==> config.mk <==
export PLATFORM = sky130hd
export DESIGN_NAME = spi_rx_fifo
export DESIGN_NICKNAME = d
export VERILOG_FILES = /design/src/rtl/spi_pkg.sv /design/src/rtl/spi_sync.sv /design/src/rtl/spi_rx_fifo.sv
export SDC_FILE = /design/constraint.sdc
export NUM_CORES = 1
export LEC_CHECK = 0
export BUFFER_PORTS_ARGS = -buffer_cell sky130_fd_sc_hd__buf_4
export CELL_PAD_IN_SITES_DETAIL_PLACEMENT = 2
export CELL_PAD_IN_SITES_GLOBAL_PLACEMENT = 2
export CORE_UTILIZATION = 46
export CTS_BUF_LIST = sky130_fd_sc_hd__clkbuf_8
export CTS_CLUSTER_SIZE = 30
export DETAILED_ROUTE_END_ITERATION = 16
export PLACE_DENSITY = 0.81
export SYNTH_ARGS = -nofsm -noshare
export SYNTH_HDL_FRONTEND = slang
export SYNTH_SLANG_ARGS = --single-unit
==> constraint.sdc <==
create_clock -name clk -period 3.49 [get_ports clk]
set_input_delay 0.5235 -clock clk [delete_from_list [all_inputs] [get_ports clk]]
set_output_delay 0.5235 -clock clk [all_outputs]
set_load 0.005 [all_outputs]
==> src/rtl/spi_pkg.sv <==
// -----------------------------------------------------------------------------
// spi_pkg
// Shared SPI definitions used by the SPI master, the SPI slave and the receive
// FIFO. The frame type keeps every block that moves SPI words at one width.
//   SPI_FRAME_W : bits per SPI frame
//   spi_frame_t : one received or transmitted frame, LSB = first bit on the wire
// -----------------------------------------------------------------------------
package spi_pkg;

  localparam int SPI_FRAME_W = 12;

  typedef logic [SPI_FRAME_W-1:0] spi_frame_t;

endpackage : spi_pkg

==> src/rtl/spi_sync.sv <==
// -----------------------------------------------------------------------------
// spi_sync
// N-flop single-bit synchronizer bringing a level from the sclk domain into clk.
//   clk : destination clock (rising edge)
//   rst : synchronous active-high reset, clears every stage to 0
//   d_i : asynchronous input level
//   q_o : synchronized level, N clk edges behind d_i
// -----------------------------------------------------------------------------
module spi_sync #(
  parameter int N = 2
) (
  input  logic clk,
  input  logic rst,
  input  logic d_i,
  output logic q_o
);

  logic [N-1:0] sync_q;

  always_ff @(posedge clk) begin
    if (rst) begin
      sync_q <= '0;
    end else begin
      sync_q <= {sync_q[N-2:0], d_i};
    end
  end

  assign q_o = sync_q[N-1];

endmodule : spi_sync

==> src/rtl/spi_rx_fifo.sv <==
// -----------------------------------------------------------------------------
// spi_rx_fifo
// Receive-side FIFO between an SPI slave (sclk domain) and a clk-domain consumer.
// The slave's frame-complete level is synchronized, its rising edge pushes the
// current data_in word, and the consumer drains words through a show-ahead
// valid/ready port. Frames arriving while full are dropped and flagged.
//
// Ports:
//   clk, rst            : clock, synchronous active-high reset
//   done_in             : frame-complete level from the slave (asynchronous)
//   data_in             : received frame, stable while done_in is high
//   m_valid / m_ready   : head-entry handshake (pop when both high)
//   m_data              : oldest stored frame, 0 when empty
//   level, full, empty  : occupancy status
//   overflow / ovf_clr  : sticky dropped-frame flag and its clear
//   frame_cnt           : accepted-push counter (only with SPI_RX_STATS_EN)
//
// Build option: define SPI_RX_STATS_EN to add the frame_cnt output.
// -----------------------------------------------------------------------------
module spi_rx_fifo
  import spi_pkg::*;
#(
  parameter int DEPTH       = 8,
  parameter int SYNC_STAGES = 2
) (
  input  logic                     clk,
  input  logic                     rst,
  input  logic                     done_in,
  input  spi_frame_t               data_in,
  output logic                     m_valid,
  input  logic                     m_ready,
  output spi_frame_t               m_data,
  output logic [$clog2(DEPTH):0]   level,
  output logic                     full,
  output logic                     empty,
  output logic                     overflow,
  input  logic                     ovf_clr
`ifdef SPI_RX_STATS_EN
  ,
  output logic [15:0]              frame_cnt
`endif
);

  localparam int AW = $clog2(DEPTH);
  localparam int LW = AW + 1;
  localparam logic [LW-1:0] DEPTH_L = LW'(DEPTH);

  logic                   done_sync;
  logic                   hist_q, hist_d;
  logic [SYNC_STAGES-1:0] settle_q, settle_d;
  logic [AW-1:0]          wr_ptr_q, wr_ptr_d;
  logic [AW-1:0]          rd_ptr_q, rd_ptr_d;
  logic [LW-1:0]          level_q, level_d;
  logic                   ovf_q, ovf_d;
  spi_frame_t             mem_q [DEPTH];

  logic push_req, pop, is_full, push_ok, drop;

  spi_sync #(
    .N (SYNC_STAGES)
  ) u_done_sync (
    .clk (clk),
    .rst (rst),
    .d_i (done_in),
    .q_o (done_sync)
  );

  assign push_req = done_sync & ~hist_q;
  assign is_full  = (level_q == DEPTH_L);
  assign pop      = m_valid & m_ready;
  // A full FIFO still accepts a push when a pop frees a slot on the same edge.
  assign push_ok  = push_req & (~is_full | pop);
  assign drop     = push_req & is_full & ~pop;

  always_comb begin
    settle_d = settle_q >> 1;
    // The synchronizer restarts from 0 after reset, so its output reads low for
    // a few cycles even if done_in never fell. While those reset zeros are still
    // in flight the history flop keeps its 1, otherwise a done_in held high
    // across reset would look like a fresh rising edge.
    hist_d   = done_sync | (hist_q & (|settle_q));
    wr_ptr_d = wr_ptr_q;
    rd_ptr_d = rd_ptr_q;
    level_d  = level_q;
    ovf_d    = ovf_q;

    if (push_ok) begin
      wr_ptr_d = wr_ptr_q + AW'(1);
    end
    if (pop) begin
      rd_ptr_d = rd_ptr_q + AW'(1);
    end

    case ({push_ok, pop})
      2'b10:   level_d = level_q + LW'(1);
      2'b01:   level_d = level_q - LW'(1);
      default: level_d = level_q;
    endcase

    // A drop on the same cycle as a clear wins, so no dropped frame goes unseen.
    if (ovf_clr) begin
      ovf_d = 1'b0;
    end
    if (drop) begin
      ovf_d = 1'b1;
    end
  end

  always_ff @(posedge clk) begin
    if (rst) begin
      hist_q   <= 1'b1;
      settle_q <= '1;
      wr_ptr_q <= '0;
      rd_ptr_q <= '0;
      level_q  <= '0;
      ovf_q    <= 1'b0;
    end else begin
      hist_q   <= hist_d;
      settle_q <= settle_d;
      wr_ptr_q <= wr_ptr_d;
      rd_ptr_q <= rd_ptr_d;
      level_q  <= level_d;
      ovf_q    <= ovf_d;
    end
  end

  // Frame storage carries no reset; emptiness is tracked by level_q alone.
  always_ff @(posedge clk) begin
    if (push_ok) begin
      mem_q[wr_ptr_q] <= data_in;
    end
  end

  assign m_valid  = (level_q != '0);
  assign m_data   = m_valid ? mem_q[rd_ptr_q] : '0;
  assign level    = level_q;
  assign full     = is_full;
  assign empty    = (level_q == '0);
  assign overflow = ovf_q;

`ifdef SPI_RX_STATS_EN
  logic [15:0] frame_cnt_q, frame_cnt_d;

  always_comb begin
    frame_cnt_d = frame_cnt_q;
    if (push_ok) begin
      frame_cnt_d = frame_cnt_q + 16'd1;
    end
  end

  always_ff @(posedge clk) begin
    if (rst) begin
      frame_cnt_q <= '0;
    end else begin
      frame_cnt_q <= frame_cnt_d;
    end
  end

  assign frame_cnt = frame_cnt_q;
`endif

endmodule : spi_rx_fifo

==> results of run 1 <==
path summary, 6_finish.rpt:
check | start | to | slack [ns]
min reg2reg | settle_q[1] | settle_q[0] | 0.44
min | done_in | u_done_sync.sync_q[0] | 0.32
max reg2reg | level[0] | level[2] | 0.70
max | level[0] | m_data[6] | 0.68
per-stage QoR:
| stage | worst slack (ns) | instances |
|---|---|---|
| 2_1_floorplan | 0.9173 | 254 |
| 3_3_place_gp | 1.175 | 416 |
| 3_5_place_dp | 0.8788 | 416 |
| 4_1_cts | 0.6363 | 448 |
| 5_1_grt | 0.5235 | 448 |
| 6_report | 0.6823 | 448 |
critical path: stages (launching register included):
cell,delay (ns)
dfxtp_1,0.43
or4_1,0.67
inv_1,0.46
nor2_1,0.15
buf_4,0.17
layer usage:
layer	up-vias	part of all wire, %
met5	-	0
met4	0	1.1
met3	8	2.8
met2	51	56
met1	1292	40
li1	1104	-
Yosys cell counts:
cell	number	area (um2)
and3b_1	1	8.760
xnor2_1	3	26.28
or4_1	1	7.510
mux2i_1	14	140.1
xor2_1	4	35.03
nand3_1	2	10.01
mux2_2	2	22.52
a31oi_1	1	6.260
nor2b_1	5	31.28
buf_2	6	30.03
o22ai_1	1	6.260
ha_1	3	37.54
nor4_1	2	12.51
nor3_1	6	30.03
and3_1	1	6.260
o21ai_0	3	15.01
buf_1	2	7.510
nor3b_1	1	7.510
or4b_4	1	13.76
a21boi_0	1	7.510
a21oi_1	5	25.02
edfxtp_1	96	2883
a211o_1	1	8.760
inv_1	3	11.26
dfxtp_1	19	380.4
or2_2	1	6.260
o211ai_1	2	15.01
mux4_2	24	540.5
clkbuf_1	5	18.77
o41ai_1	1	8.760
o21ai_4	1	16.27
nand2b_1	3	18.77
nand2_1	4	15.01
nor2_1	26	97.59
a311o_1	1	10.01
a211oi_1	1	7.510
buf_4	1	7.510
flip-flops by register name (all words and copies together), names as in the netlist, named ones only:
register	count
u_done_sync.sync_q	2
settle_q	2
overflow	1
level	4
hist_q	1
wr_ptr_q	3
rd_ptr_q	3
mem_q	96
power by group through the flow:
stage,sequential [uW],combinational [uW],clock (uW)
floorplan,1550,304,0
detailed placement,1560,506,0
global route,1530,552,1350
finish,1530,509,1280
global placement,1550,473,0
CTS,1530,523,1300
layout by cell type (no fill, tap or decap), drive strengths merged, types with 6 or more instances in the layout:
master,n
buf,47
clkbuf,17
dfxtp,19
edfxtp,96
inv,6
mux2i,14
mux4,24
nor2,26
nor3,6
area by class of cell:
type	count	share of cell area [%]
clock buffer	17	4.314
clock inverter	15	3.345
inverter	3	0.2076
multi-input combinational	122	22.49
sequential	115	60.16
tap	129	2.976
timing repair buffer	47	6.505
cells by family (layout without fill, tap and decap cells):
family | count (synthesis) | in the layout
adders and majority gates | 3 | 3
DFF | 115 | 115
muxes | 40 | 40
xor gates and xnor gates | 7 | 7
buffers and inverters | 17 | 82
AOI/OAI and AO/OA | 18 | 18
and+or+nand+nor | 54 | 54
==> out/summary.md, run 1 <==
The synthesized net count is 274, and the global-route track usage on met2 is 44.06%. The first TritonRoute pass finished after 4 iterations. The run gives 3315 uW as the total power of the final layout. The worst setup path is captured at a primary output. For the critical path data required time, the log shows 2.97 ns. At the pin with the least slew margin, the transition time is 0.9557 ns.

Of the total power, the share spent switching nets is 25.73%. Summed over all cells, the static leakage comes to 0.001816 uW. Registers are responsible for 46.1% of the overall power. The run finished with clean final reports. The power density over the cells is 611.2 mW/mm2. Clock tree synthesis selected as its root buffer the cell clkbuf_8.

After synthesis, flip-flops and latches occupy 72.00% of the total area. In this run the standard cell core region covers 0.009371 mm2. Area fraction in compound gates after synthesis: 2.789%. The number of maximum-capacitance violations came out at 0. The logs give 11280 um for the final wirelength and 37 for the number of distinct library cells after synthesis. The total congestion overflow after global routing came out at 0. The minimum clock period after layout was 2.808 ns; the count of final hold-check violations was 0. In the final layout, the multi-input gates occupy 0.001220 mm2.

The run gives 853.1 uW as the power spent charging and discharging nets. Across the whole layout, storage elements account for 0.003263 mm2. The later pin in the worst-skew pair is clocked with a latency of 0.41 ns.

The internal power consumption is 2462 uW, and the detail-routed net length per standard cell is 25.17 um. The maximum number of pins on one net before global-route repair was 25; the arrival time at the worst endpoint was 2.28 ns. The tools report the all-layer global routing usage as 24.42%. The worst setup path is of the flop to primary output kind. The post-route standard cell area excluding fillers came out at 0.005424 mm2.

Setup violations remaining at the end of the flow were counted as 0. DRC marker count from the first detailed-route iteration: 128. The largest family of logic cells by synthesized area was multiplexers. The mux cell area share after synthesis is 15.52%, and the number of warnings issued by yosys is 0. After detailed routing, the number of remaining DRC violations is 0. Fill cells in the final layout number 831.

Using the TritonRoute via totals, the vias-per-cell ratio works out to 5.480. The aggregate negative setup slack was 0 ns; the layout cell share with drive strength beyond 1 was 35.11%. Xor and xnor fraction of the mapped netlist area: 1.353%. The repair_antennas step left the layout with diodes totalling 0. The number of instances in the synthesized netlist is 254, and the count of vias placed by the detailed router is 2455. The synthesized netlist devotes 5.853% of its cell area to simple gates. The arithmetic-cell share of the synthesized area counting full adders, half adders and majority gates is 0.8283%. The classification of the worst-slack hold path was input port to flop. The total placed instance area is 0.005009 mm2, and the post-synthesis instance area is 0.004532 mm2. TritonCTS built the clock tree. The average instance area after synthesis was 17.84 um2.

Detailed placement finished with a half-perimeter wire length of 7097 um. The final RePlAce weighted congestion is 0.7085, and the hold buffer count at cts is 0. Setup repair after global routing left no endpoint under its margin. Post-CTS timing repair inserted 0 buffers for setup.

The worst hold path passes through 2 cells. The count of buffers added on input and output ports is 36. The met3 usage was 5.935%; the total CTS buffers was 17. At the end of the flow, the number of nets in the layout was 326. The met1 global-route usage was 27.92%; the worst hold slack after final layout was 0.3199 ns. The die boundary width was 101.3 um; the global-route wire length before repair was 16910 um. Of the total power, the clock network draws 38.5%. The area growth from synthesis to layout is 19.69%. The logs give 0 for the count of instances resized after the clock tree is built and 0.01187 ns for the worst clock skew.

The worst pin sits at a relative slew slack of 35.46%. The number of levels in the clock H-tree was 4; the clock transition at the register clock pins on the worst setup and hold paths after CTS was 0.08 ns. The floorplan die area came out at 0.01025 mm2. Combinational logic burns 15.4% of the power. The largest fanout on the critical path was 13; the maximum VDD drop was 312.8 uV. The final core area utilization was 57.88%.

The tree built by TritonCTS fans out to 115 sinks. After global routing, the most crowded layer is met2. Row count: 35. The vertical extent of the die was 101.3 um. The worst setup path is launched from a flop. The initial utilization of the core area, before any placement, comes to 48.36%. The detail route stage leaves a number of antenna-violating nets equal to 0. The clock passes through at most 2 buffers. The number of antenna violations at the first check in global routing was 0; the top-level I/O count was 37. The tools report the maximum clock frequency as 356.2 MHz.

The synthesized flop and latch total is 115, and the count of pins over their slew limit is 0. Number of global-route vias before repair: 2816. Dividing the final minimum period by the clock period gives 80.45%. The number of cells on the worst reg-to-reg path is 7.
No activity file was read; power rests on OpenSTA's default activity.
==> run 2, diff against run 1 <==
==> constraint.sdc (replaced) <==
create_clock -name clk -period 2.6 [get_ports clk]
set_input_delay 0.39 -clock clk [delete_from_list [all_inputs] [get_ports clk]]
set_output_delay 0.39 -clock clk [all_outputs]
set_load 0.005 [all_outputs]
==> run 2 against run 1 <==
Combinational power grew 40%. Register-to-register slack lost 0.38 ns. Count of clock-buffer cells in the layout is the same. Setup slack lost 0.58 ns. Critical path depth grew 1. Wire length grew 5.5%. Global-route usage grew 1.6 points. Clock skew grew 0.0077 ns. Worst hold slack lost 0.15 ns.
==> out/summary.md, run 2 (same netlist as run 1, synthesis figures left out) <==
The flow ran to the end, and the final reports show no timing, DRC or antenna violations. The floorplan has 35 rows. The worst-case clock buffer depth was 2; the final worst slack was 0.1054 ns.

The library cell used most frequently in the layout, excluding fill and tap cells, is edfxtp_1. For the worst flop-to-flop path, the logic depth is 8. The path class of the tightest hold or removal check is input port to flop. The clock net in this run drives a total of 115 sinks.

Clock-pin slew was measured on the worst setup and hold paths at 0.09 ns. In the final layout, the multi-input gates occupy 0.001224 mm2. The worst setup path is launched from a flop. The cell with the largest stage delay on the worst path was or4_4.

The register with the most flip-flops in the layout has 96 of them. Clock skew on the completed layout was measured at 0.01952 ns. The power density over the cells works out to 870.0 mW/mm2. The floorplan die area was 0.01025 mm2; the worst hold path cell count was 2.

The final wirelength came out at 11900 um. The logs give 2907 for the number of global-route vias before repair and 0 for the antenna violation net count after detailed routing. Destination of the worst hold path: u_done_sync.sync_q[0]. The tools report the maximum clock frequency as 400.9 MHz.

For the finished layout, the period the worst path requires is 2.495 ns. The endpoint identified for the worst register-to-register timing path is level[2]. The number of antenna diodes in the final layout is 0. In this run the most critical hold path is launched from done_in.

The HPWL reported at the end of detailed placement is 6894 um. The run gives 0.45 ns as the latest clock arrival within the worst-skew pair. Setup violations remaining at the end of the flow were counted as 0. Setup slack on the worst reg-to-reg path comes out at 0.32 ns. For the worst setup path, the data arrival time is 2.10 ns. Setup repair after global routing left no endpoint under its margin.

The top cell types in the final layout, fill and taps aside, are 96 x edfxtp_1, 49 x buf_4, 26 x nor2_1. Measured along the y axis, the die boundary spans 101.3 um. The share of the cycle needed by the critical path after routing is 95.95%. Across every metal layer, demand over resource in global routing totals 26.06%. Die boundary width: 101.3 um.

For this design the static power due to leakage is 0.001863 uW. In the final layout, flip-flops and latches occupy 0.003263 mm2. Before antenna repair, the detailed router went through 4 iterations.

The start of the worst register-to-register path is level[0]. The area inside the core boundary came out at 0.009371 mm2. The logs give 2.21 ns for the critical path data required time and 0 for the number of antenna violations at the first check in global routing. Adding up every negative setup slack in the final design gives 0 ns. The cell repeated most along the worst path is buf_4. The number of maximum-capacitance violations was 0; the count of final hold-check violations was 0.

In this run, the number of DRC markers left after iteration 0 of detailed routing was 157. CTS built an H-tree with a depth of 4. The total overflow left after global routing is 0. 37 I/O pins were placed. The run gives 14.8% as the share of power burned in combinational logic. The count of port buffers added during placement came out at 36.

The maximum VDD drop was 420.5 uV. The count of pins over their slew limit is 0. The tools report the maximum number of pins on one net before global-route repair as 25. Layout cell share with drive strength beyond 1: 35.40%. TritonCTS built the clock tree. For this run, design rule violations remaining after detail routing come to 0. The share of total power dissipated in sequential elements is 42.8%.

The worst-case headroom to the max-slew limit is 61.69%, and the power spent charging and discharging nets is 1187 uW. Once the floorplan was initialized, standard cells occupied 48.36% of the core. The first global-routing pass estimated 17920 um of wire. The worst setup path is captured at a primary output.

Counting the buffers created by CTS gives 17. Root buffer cell: clkbuf_8. In the final routed layout, each cell accounts on average for 26.39 um. The internal power consumption was 3614 uW.

The register with the most flip-flops was mem_q. Count of buffers added by post-CTS timing repair for setup: 0. Critical setup path kind: flop to primary output. The critical path's largest stage delay was 0.63 ns; the worst hold slack after final layout was 0.1682 ns. In this run switching power makes up 24.73% of total power.

The count of filler cells inserted in the layout is 824, and the area growth from synthesis to layout is 21.78%. Along the worst path, the maximum fanout reaches 12. The average vias per placed instance was 5.652. The net count of the finished layout is 329.

Before CTS, the worst setup slack after placement is 0.3176 ns. At the pin with the least slew margin, the transition time is 0.5738 ns. The signal on the critical path passes through or4_4 -> inv_1 -> buf_4 -> nor2_1 -> buf_4. Per report_power, the clock group accounts for 42.3% of the total.

The logs give 2549 for the count of vias placed by the detailed router and 0.7170 for the final RePlAce weighted congestion.
[run 2: routing by layer]
layer	routed length (um)	track usage (%)	share of wire, %	vias to the layer above
li1	-	-	-	1110
met1	4920	31.68	41	1352
met4	253	11.48	2.1	0
met5	0	0	0	-
met2	6224	44.69	52	64
met3	501	6.073	4.2	23
[run 2: what timing repair did]
item | 4_1_cts | 5_1_grt
endpoints found under the setup margin | 1 | 0
resized for setup | 1 | 0
hold buffers | 0 | 0
[run 2: worst max-delay path, delay by kind of cell, from the launching register on]
kind,cells,cell delay (ns)
buf+inv,3,0.49
flops,1,0.43
simple gates,2,0.73
[run 2: through the flow]
stage               power, uW  cell area (um2)  std cells  utilization, %
finish                   4801             5519        451           58.89
global route             4945             5519        451           58.89
CTS                      4851             5519        451           58.89
detailed placement       2800             5044        419           53.82
global placement         2751             5044        419           53.82
floorplan                2490             4532        254               -
[run 2: power groups by stage]
stage | Sequential [uW] | Combinational, uW | Clock (uW)
2_1_floorplan | 2080 | 408 | 0
3_3_place_gp | 2090 | 663 | 0
3_5_place_dp | 2090 | 705 | 0
4_1_cts | 2060 | 727 | 2070
5_1_grt | 2060 | 772 | 2110
6_report | 2060 | 713 | 2030
[run 2: how the worst max path moves through the flow]
stage	to	cells after the start	slack (ns)	from
final	m_data[6]	5	0.11	level[0]
after CTS	m_data[6]	5	0.08	level[0]
after detailed placement	level[2]	8	0.32	level[0]
after global routing	m_data[6]	5	0.04	level[0]
after global placement	level[2]	8	0.57	level[0]
after floorplan	mem_q[0][0]	4	0.08	u_done_sync.sync_q[1]
[run 2: area by class of cell]
type | instances | share of cell area (%)
repair buffers | 50 | 7.028
multi-input cells | 122 | 22.17
clock inverters | 15 | 4.307
clock buffers | 17 | 4.239
inverters | 3 | 0.2040
flip-flops and latches | 115 | 59.12
well taps | 129 | 2.925
==> run 3, diff against run 2 <==
==> constraint.sdc (replaced) <==
create_clock -name clk -period 2.6 [get_ports clk]
set_input_delay 0.78 -clock clk [delete_from_list [all_inputs] [get_ports clk]]
set_output_delay 0.78 -clock clk [all_outputs]
set_load 0.005 [all_outputs]
==> run 3 against run 2 <==
The run now ends with negative setup slack left. Count of clock-buffer cells in the layout unchanged. Largest cell class unchanged. Via count grew 4.3%. Global-route usage grew 1.8 points. Largest power group unchanged.
==> out/summary.md, run 3 (same netlist as run 1, synthesis figures left out) <==
For the number of antenna violations at the first check in global routing, the log shows 0. For flop-to-flop paths, the worst setup slack is 0.20 ns. The iteration count of the initial detailed-routing pass was 4; the total area of multi-input combinational cells was 0.001235 mm2.

The final reports fail on negative setup slack. Start of the worst register-to-register path: level[0]. The minimum clock period after layout came out at 2.743 ns. Endpoint of the worst-slack reg-to-reg timing path: level[1]. The count of pins over their slew limit came out at 0. For this block, the routed nets add up to 12800 um of wire. The vertical extent of the die was 101.3 um; the total number of clock tree sinks was 115. In the layout the commonest cells are 96 x edfxtp_1, 52 x buf_4, 26 x nor2_1. Number of flip-flops under the largest register name: 96.

For the worst-case headroom to the max-slew limit, the log shows 49.99%. For the count of vias placed by the detailed router, the log shows 2658. The area growth from synthesis to layout works out to 24.13%. Of all nets on the critical path, the largest fanout is 6. The capturing instance or port of the critical path was m_data[1].

In the final routed layout, each cell accounts on average for 27.94 um. Max-cap violations in this run came to 0. Data on the critical path arrives at its endpoint at 1.96 ns. By startpoint and endpoint, the worst setup path is classified as flop to primary output. Setup repair after global routing could not meet its margin everywhere. The clock passes through at most 2 buffers. The run finished, with violations left. TritonCTS built the clock tree. The number of global-route vias before repair is 2990, and the count of final hold-check violations is 0. Once the floorplan was initialized, standard cells occupied 48.36% of the core. The register with the most flip-flops was mem_q. Between clock sinks in the finished design, the worst skew comes to 0.01103 ns. The number of nets at the end of the flow is 336, and the maximum clock frequency is 364.5 MHz. The logs give 0 for the antenna violation net count after detailed routing and 0 for the number of antenna diodes. For this design the static power due to leakage is 0.001915 uW. The average vias per placed instance is 5.803. The clock reaches the later pin of the worst-skew pair after 0.44 ns. The classification of the worst-slack hold path is flop to flop. The root buffer cell is clkbuf_8. For the placed cell count, the log shows 423. The total power of the final layout was 4828 uW; the share of the cycle needed by the critical path after routing was 105.5%. Once detailed placement completed, the half-perimeter wirelength came to 7667 um. The die covers 0.01025 mm2. The critical path startpoint category is a flop. The all-layer global routing usage is 27.89%, and the global-route wire length before repair is 19060 um.

CTS built an H-tree with a depth of 4. The tools report the critical path data required time as 1.82 ns. In this run the tool buffered the top-level ports with 36 buffer cells.

The most common library cell in the layout ignoring fill and taps was edfxtp_1. Count of filler cells inserted in the layout: 822. The total congestion overflow after global routing is 0, and the area inside the core boundary is 0.009371 mm2. TritonCTS created 17 clock buffers.

The transition at the pin with the smallest max-transition slack is 0.7485 ns. In the routed design, unresolved DRC markers number 0. Clock-pin slew was measured on the worst setup and hold paths at 0.07 ns.

The layout cell share with drive strength beyond 1 is 39.51%. For the final worst slack, the log shows -0.1433 ns. The element type at the critical path end was a primary output. The power density over the cells came out at 858.2 mW/mm2. The floorplan has 35 rows. Entering global routing, the biggest net connects 25 pins.

Number of cells traversed by the worst register-to-register path: 7. The floorplan step set the die width to 101.3 um. The finished layout holds 458 standard cells, fillers aside.

The logs give 0.7032 for the final RePlAce weighted congestion and 147 for the DRC marker count from the first detailed-route iteration. The top-level I/O count was 37; the maximum VDD drop was 440.1 uV. The final number of setup-violating endpoints came out at 12. The area occupied by registers was 0.003272 mm2.
run 3: critical path, stage by stage, from the launching register on:
cell and delay (ns):
dfxtp_4 0.44, buf_12 0.15, mux4_2 0.50, mux2i_2 0.22, nor2_1 0.07, buf_4 0.14
run 3: per-layer routing:
layer	vias up	GRT usage, %	part of all wire (%)
met1	1405	32.73	40
met5	-	0	0
met4	0	13.49	3.3
li1	1123	-	-
met2	95	48.93	54
met3	35	6.004	3.4
run 3: final cells by class:
class	instances	share of cell area [%]
clock inverters	15	3.826
well taps	129	2.869
multi-input cells	122	21.95
clock buffers	17	4.159
inverters	3	0.2002
repair buffers	57	8.830
flip-flops and latches	115	58.16
run 3: repair_timing:
| item | 4_1_cts | 5_1_grt |
|---|---|---|
| setup buffers | 0 | 1 |
| setup endpoints to repair | 16 | 14 |
| pin swaps | 0 | 2 |
| cloned | 2 | 0 |
| hold buffers | 0 | 0 |
| gates resized for setup | 9 | 4 |
run 3: report_power, final:
| group | internal, uW | leakage (uW) | switching [uW] |
|---|---|---|---|
| Combinational | 450 | 0.000679 | 394 |
| Sequential | 2020 | 0.00102 | 46.8 |
| Clock | 1130 | 0.000216 | 783 |
run 3: worst min path at each step:
stage / startpoint / endpoint / cells past startpoint
floorplan: settle_q[1] / settle_q[0] / 1
finish: settle_q[1] / settle_q[0] / 1
global placement: settle_q[1] / settle_q[0] / 1
detailed placement: settle_q[1] / settle_q[0] / 1
global route: u_done_sync.sync_q[0] / u_done_sync.sync_q[1] / 1
CTS: settle_q[1] / settle_q[0] / 1
run 3: metrics by stage:
stage          setup WS [ns]  hold WS (ns)  area, um2  util (%)  setup TNS [ns]
2_1_floorplan        0.02480        0.4114       4538         -               0
3_3_place_gp          0.2813        0.4217       5086     54.27               0
3_5_place_dp          0.1466        0.4272       5086     54.27               0
4_1_cts              -0.1547        0.4506       5614     59.91          -1.432
5_1_grt              -0.1979        0.4817       5625     60.03          -2.040
6_report             -0.1433        0.4510       5625     60.03          -1.153
